<file path="src/rtl/etapa_ex_mem_banderas.sv">
// ============================================================================
// Module   : etapa_ex_mem_banderas
// Brief    : EX/MEM pipeline register with NZCV flags register, forwarded
//            condition-code evaluation and saturating overflow event counter.
// Revision : 1.0 - initial release
// ============================================================================
`default_nettype none

module etapa_ex_mem_banderas #(
    parameter int n  = 32,
    parameter int CW = 8
) (
    input  logic          clk,
    input  logic          rst,
    input  logic          stall_i,
    input  logic          flush_i,
    input  logic          ex_valid_i,
    input  logic [n-1:0]  ex_result_i,
    input  logic [3:0]    ex_banderas_i,
    input  logic          ex_set_flags_i,
    input  logic          ex_reg_write_i,
    input  logic [3:0]    ex_rd_i,
    input  logic [3:0]    cond_i,
    output logic          cond_pass_o,
    output logic [3:0]    flags_o,
    output logic          mem_valid_o,
    output logic [n-1:0]  mem_result_o,
    output logic [3:0]    mem_rd_o,
    output logic          mem_reg_write_o,
    output logic [CW-1:0] ovf_count_o
);

    localparam logic [CW-1:0] C_CNT_MAX = '1;

    logic          w_commit;
    logic          w_flag_upd;
    logic [3:0]    w_eff;
    logic          w_n, w_z, w_c, w_v;

    logic          mem_valid_q;
    logic [n-1:0]  mem_result_q;
    logic [3:0]    mem_rd_q;
    logic          mem_reg_write_q;
    logic [3:0]    flags_q,   flags_d;
    logic [CW-1:0] ovf_cnt_q, ovf_cnt_d;

    assign w_commit   = ex_valid_i & ~flush_i & ~stall_i;
    assign w_flag_upd = w_commit & ex_set_flags_i;

    // EX/MEM slot: flush kills the slot even while stalled; data may go stale.
    always_ff @(posedge clk) begin
        if (rst) begin
            mem_valid_q     <= 1'b0;
            mem_result_q    <= '0;
            mem_rd_q        <= '0;
            mem_reg_write_q <= 1'b0;
        end else if (flush_i) begin
            mem_valid_q     <= 1'b0;
            mem_reg_write_q <= 1'b0;
        end else if (!stall_i) begin
            mem_valid_q     <= ex_valid_i;
            mem_result_q    <= ex_result_i;
            mem_rd_q        <= ex_rd_i;
            mem_reg_write_q <= ex_valid_i & ex_reg_write_i;
        end
    end

    always_comb begin
        flags_d   = flags_q;
        ovf_cnt_d = ovf_cnt_q;
        if (w_flag_upd) begin
            flags_d = ex_banderas_i;
            if (ex_banderas_i[0] && (ovf_cnt_q != C_CNT_MAX)) begin
                ovf_cnt_d = ovf_cnt_q + 1'b1;
            end
        end
    end

    always_ff @(posedge clk) begin
        if (rst) begin
            flags_q   <= 4'b0000;
            ovf_cnt_q <= '0;
        end else begin
            flags_q   <= flags_d;
            ovf_cnt_q <= ovf_cnt_d;
        end
    end

    // The EX instruction is older than decode, so its flags win even when stalled.
    assign w_eff = (ex_valid_i & ex_set_flags_i & ~flush_i) ? ex_banderas_i : flags_q;
    assign w_n   = w_eff[3];
    assign w_z   = w_eff[2];
    assign w_c   = w_eff[1];
    assign w_v   = w_eff[0];

    always_comb begin
        cond_pass_o = 1'b0;
        case (cond_i)
            4'b0000: cond_pass_o = w_z;
            4'b0001: cond_pass_o = ~w_z;
            4'b0010: cond_pass_o = w_c;
            4'b0011: cond_pass_o = ~w_c;
            4'b0100: cond_pass_o = w_n;
            4'b0101: cond_pass_o = ~w_n;
            4'b0110: cond_pass_o = w_v;
            4'b0111: cond_pass_o = ~w_v;
            4'b1000: cond_pass_o = w_c & ~w_z;
            4'b1001: cond_pass_o = ~w_c | w_z;
            4'b1010: cond_pass_o = (w_n == w_v);
            4'b1011: cond_pass_o = (w_n != w_v);
            4'b1100: cond_pass_o = ~w_z & (w_n == w_v);
            4'b1101: cond_pass_o = w_z | (w_n != w_v);
            4'b1110: cond_pass_o = 1'b1;
            default: cond_pass_o = 1'b0;
        endcase
    end

    assign flags_o         = flags_q;
    assign mem_valid_o     = mem_valid_q;
    assign mem_result_o    = mem_result_q;
    assign mem_rd_o        = mem_rd_q;
    assign mem_reg_write_o = mem_reg_write_q;
    assign ovf_count_o     = ovf_cnt_q;

endmodule

`default_nettype wire

</file>
<file path="config.mk">
export PLATFORM = sky130hd
export DESIGN_NAME = etapa_ex_mem_banderas
export DESIGN_NICKNAME = d
export VERILOG_FILES = /design/src/rtl/etapa_ex_mem_banderas.sv
export SDC_FILE = /design/constraint.sdc
export NUM_CORES = 1
export LEC_CHECK = 0
export ABC_AREA = 0
export BUFFER_PORTS_ARGS = -buffer_cell sky130_fd_sc_hd__buf_2
export CORE_AREA = 5 5 76 130
export CTS_CLUSTER_DIAMETER = 80
export CTS_CLUSTER_SIZE = 24
export DETAILED_ROUTE_END_ITERATION = 6
export DIE_AREA = 0 0 81 135
export PLACE_DENSITY = 0.56
export SYNTH_ARGS = -nofsm -noshare
export SYNTH_HDL_FRONTEND = slang
export SYNTH_SLANG_ARGS = --single-unit
</file>
<file path="constraint.sdc">
create_clock -name clk -period 3.3 [get_ports clk]
set_input_delay 0.66 -clock clk [delete_from_list [all_inputs] [get_ports clk]]
set_output_delay 0.66 -clock clk [all_outputs]
set_load 0.005 [all_outputs]
</file>
# After elaboration in Yosys (flattened, before gate mapping)
# Index checks and enable logic that the tools add are counted.
# W data, S select, Z words.
# op_classes
n_eq_ne	17
n_mux	2
add_sub_neg	1
n_reduce_logical	5
bitwise_logic	16
# ops
operator	n
$eq A4 B4 Y1 const B	7
$eq A4 B3 Y1 const B	4
$pmux W1 S15	1
$add A8 B1 Y8 const B	1
$and A1 B1 Y1	8
$eq A4 B2 Y1 const B	2
$ne A8 B8 Y1 const B	1
$not A1 Y1	6
$eq A4 B1 Y1 const B	1
$logic_not A4 Y1	1
$mux W4	1
$reduce_and A2 Y1	2
$or A1 B1 Y1	2
$reduce_or A2 Y1	1
$eq A1 B1 Y1	1
$logic_and A1 B1 Y1	1
$ne A1 B1 Y1	1
# word_totals
reg_bits	50
in_bits	51
out_inout_bits	51
elab_cells	47

# Depth between registers and ports, before layout
# logic_depth
ltp_word	6
mapped_depth	6
ltp_nobuf	6

# Worst setup path before layout
# No wires, ideal clock.
# synth_timing
path_kind	in2out
start	input flush_i
end	output cond_pass_o
required_time_ns	2.640
setup_slack_ns	0.792
cell_stages	6
n_path_buf	1
arrival_time_ns	1.848
cell_sequence	and3b_1 buf_6 mux4_2 nor4b_2 a211oi_1 o221ai_1
# synth_between
elab_chain_len	6
word_cells_on_any_way	14
cone_classes	2 x eq/ne; 2 x mux; 10 x bitwise
# synth_lines
item	line_no	rtl
from (decl)	16	input logic flush_i,
$not A1 Y1 (no line) *	--	
$and A1 B1 Y1 *	90	assign w_eff = (ex_valid_i & ex_set_flags_i & ~flush_i) ? ex_banderas_i : flags_q;
$mux W4 *	90	
$ne A1 B1 Y1 (tied with other cells)	110, 112	
$or A1 B1 Y1 (tied with other cells)	112	4'b1101: cond_pass_o = w_z | (w_n != w_v);
$pmux W1 S15 *	98	case (cond_i)
to (decl)	24	output logic cond_pass_o,
# Every way passes the cells marked *; elsewhere a longest branch is shown, timed or not.

# Worst setup path after layout
# Ends and elaborated chain as after synthesis.

==> results.md <==
* Overall Power at 1.37 mW
* Reg clk slew, reported paths at 0.06 ns
* Final TNS setup at 0 ns
* GRT Util Overall at 11.7%
* Outcome: completed
* Least-Margin Pin Slew at 0.970 ns
* Cell taking the most area after synthesis: dfxtp_1
* Initial Util at 24.4%
* Worst path most repeated cell: buf_2
* Post-CTS Resized at 0
* Hold Path Class: reg2reg
* Share of flip-flops with an asynchronous set or reset at 0%
* H-tree depth at 2
* Leakage Power at 1.29 nW
* Worst-path fanout max at 7
* Slew Limit Fails at 0
* Final Util at 33.3%
* Vias at 2095
* Core Region at 8670 um2
* Final worst path period share at 86.4%
* CP Cell Sequence: buf_2 -> and3b_1 -> mux4_2 -> nor4b_2 -> a211oi_1 -> o221ai_1 -> buf_2
* Die Y at 135 um
* GRT Residual Overflow at 0
* Clock power frac at 42.5%
* Initial antenna violation count at 0
* Total CTS buffers at 5
* RSZ-0062 raised after global routing: no
* Post-synth top flop: dfxtp_1
* Num Clock Sinks at 50
* Register area at 1000 um2
* Seq pwr share at 46.6%
* DRC Markers at 0
* Routed len/inst at 13.6 um
* Max cap viols at 0
* Placed Cells at 466
* CTS Hold Bufs at 0
* First-pass GRT wire length at 9900 um
* Final wirelength at 6450 um
* Final #Nets at 408
* Yosys top cell area share at 47.3%
* Post-CTS Setup Inserts at 0
* Yosys warnings at 0
* Min Hold Slack at 0.449 ns
* Startpoint types: input port
* Worst clock skew at 0.00139 ns
* Post-route minimum period at 2.85 ns
* Syn nets at 314
* Synth cell count leaders: nand2_1, dfxtp_1, a21oi_1
* # diodes at 0
* Share of layout cells above drive strength 1 at 32.8%
* Die ar. at 10900 um2
* CP arrival at 2.19 ns
* Routed vias/inst at 4.42
* Critical path class: in2out
* Design internal power at 1.05 mW
* Net Sw Power at 0.316 mW
* Most common cell in the netlist: nand2_1
* Die width at 81 um
* Syn Inst Count at 262
* Post-synth EDFFs at 0
* Worst relative slew slack at 35.3%
* Synthesized flop and latch total at 50
* Multi-input combinational cell area at 1030 um2
* Mean Syn Cell Area at 8.08 um2
* Layout area overhead at 36.4%
* Worst vdd ir at 0.000397 V
* I/O Buffers at 101
* Slowest cell on crit path: mux4_2
* Clock Latency Late Sink at 0.29 ns
* Remaining antenna violation count at 0
* CP required at 2.64 ns
* Fin. Hold Viols at 0
* Cell row count at 45
* RePlAce Congestion at 0.791
* Cell family with most CP delay: simple AND/OR/NAND/NOR gates
* Yosys cell types at 34
* Detailed placement HPWL at 4530 um
* DR pass1 iterations at 4
* Number of global-route vias before repair at 2065
* Achievable clock frequency at 0.351 GHz
* Clock Path Buffers at 2
* Num ports at 102
* Root Buffer: clkbuf_16
* Pin count of the biggest net entering global routing at 51
* Synth top area cells: dfxtp_1, nand2_1, a21oi_1
* Combinational power share at 10.9%
* Share of the yosys chip area belonging to registers at 47.3%
* Crit. End Element: primary output
* Initial DRC count at 118
* CTS tree: yes
* Fill count at 961
* Final setup violation count at 0
* Final Instance Count excl. Fillers at 474
* Syn Std Cell Area at 2120 um2
* Sw frac at 23.1%
* Worst path buffer plus inverter count at 2
* Pwr dens at 473 nW/um2
* Max incr delay on CP at 0.53 ns
power groups by stage:
| stage | combinational (mW) | clock, mW | sequential, mW |
|---|---|---|---|
| global placement | 0.148 | 0 | 0.650 |
| detailed placement | 0.151 | 0 | 0.651 |
| floorplan | 0.0713 | 0 | 0.652 |
| CTS | 0.152 | 0.612 | 0.637 |
| global route | 0.166 | 0.635 | 0.640 |
| finish | 0.149 | 0.580 | 0.637 |
through the flow:
| stage | area [um2] | worst slack [ns] |
|---|---|---|
| after floorplan | 2120 | 0.792 |
| after global placement | 2720 | 0.492 |
| after detailed placement | 2720 | 0.453 |
| after CTS | 2890 | 0.446 |
| after global routing | 2890 | 0.379 |
| final | 2890 | 0.448 |
layout by cell type, fill, tap and decap left out, drive strengths merged, types with 3 or more instances in the layout:
cell / count
inv: 4
clkbuf: 6
dfxtp: 50
buf: 104
nor3: 8
nor2: 15
xnor2: 5
nand2: 80
nand3: 3
xor2: 4
mux2i: 11
a21oi: 40
flip-flops by register name (all words and copies together), names as in the netlist:
name,cells
mem_result_o,32
ovf_count_o,8
flags_o,4
mem_rd_o,4
mem_reg_write_o,1
mem_valid_o,1
layer usage:
metal | global-route usage (%) | vias to the layer above | part of all wire [%]
met1 | 12.4 | 939 | 39
met2 | 21.1 | 86 | 52
met3 | 2.94 | 13 | 6.6
li1 | - | 1057 | -
met5 | 0 | - | 0
met4 | 5.26 | 0 | 2.8
worst reg2reg max path, cell delays in order (launching register included):
cell and delay, ns:
dfxtp_1 0.40, ha_1 0.22, nand3_1 0.10, o211ai_2 0.37
nor3_1 0.12, xnor2_1 0.16, nor2_1 0.05
worst paths after layout:
kind	start	end	slack [ns]	cells after the start
setup / recovery	flush_i	cond_pass_o	0.45	7
hold reg to reg	mem_result_o[9]	mem_result_o[9]	0.45	2
setup reg to reg	ovf_count_o[0]	ovf_count_o[7]	1.73	6
hold / removal	mem_result_o[9]	mem_result_o[9]	0.45	2
cells by family after synthesis:
family | Yosys count | synth area share, %
and+or+nand+nor | 116 | 23.2
buffers and inverters | 21 | 4.14
xor gates and xnor gates | 9 | 3.72
muxes | 13 | 7.33
adders and majority gates | 1 | 0.591
AOI/OAI and AO/OA | 52 | 13.8
DFF | 50 | 47.3
area by class of cell:
cell class	count	share of cell area (%)
clock buffer	6	4.46
clock inverter	2	1.30
inverter	4	0.520
multi-input combinational	191	35.7
sequential	50	34.7
tap	117	5.07
timing repair buffer	104	18.3
No activity file was read; power rests on OpenSTA's default activity.
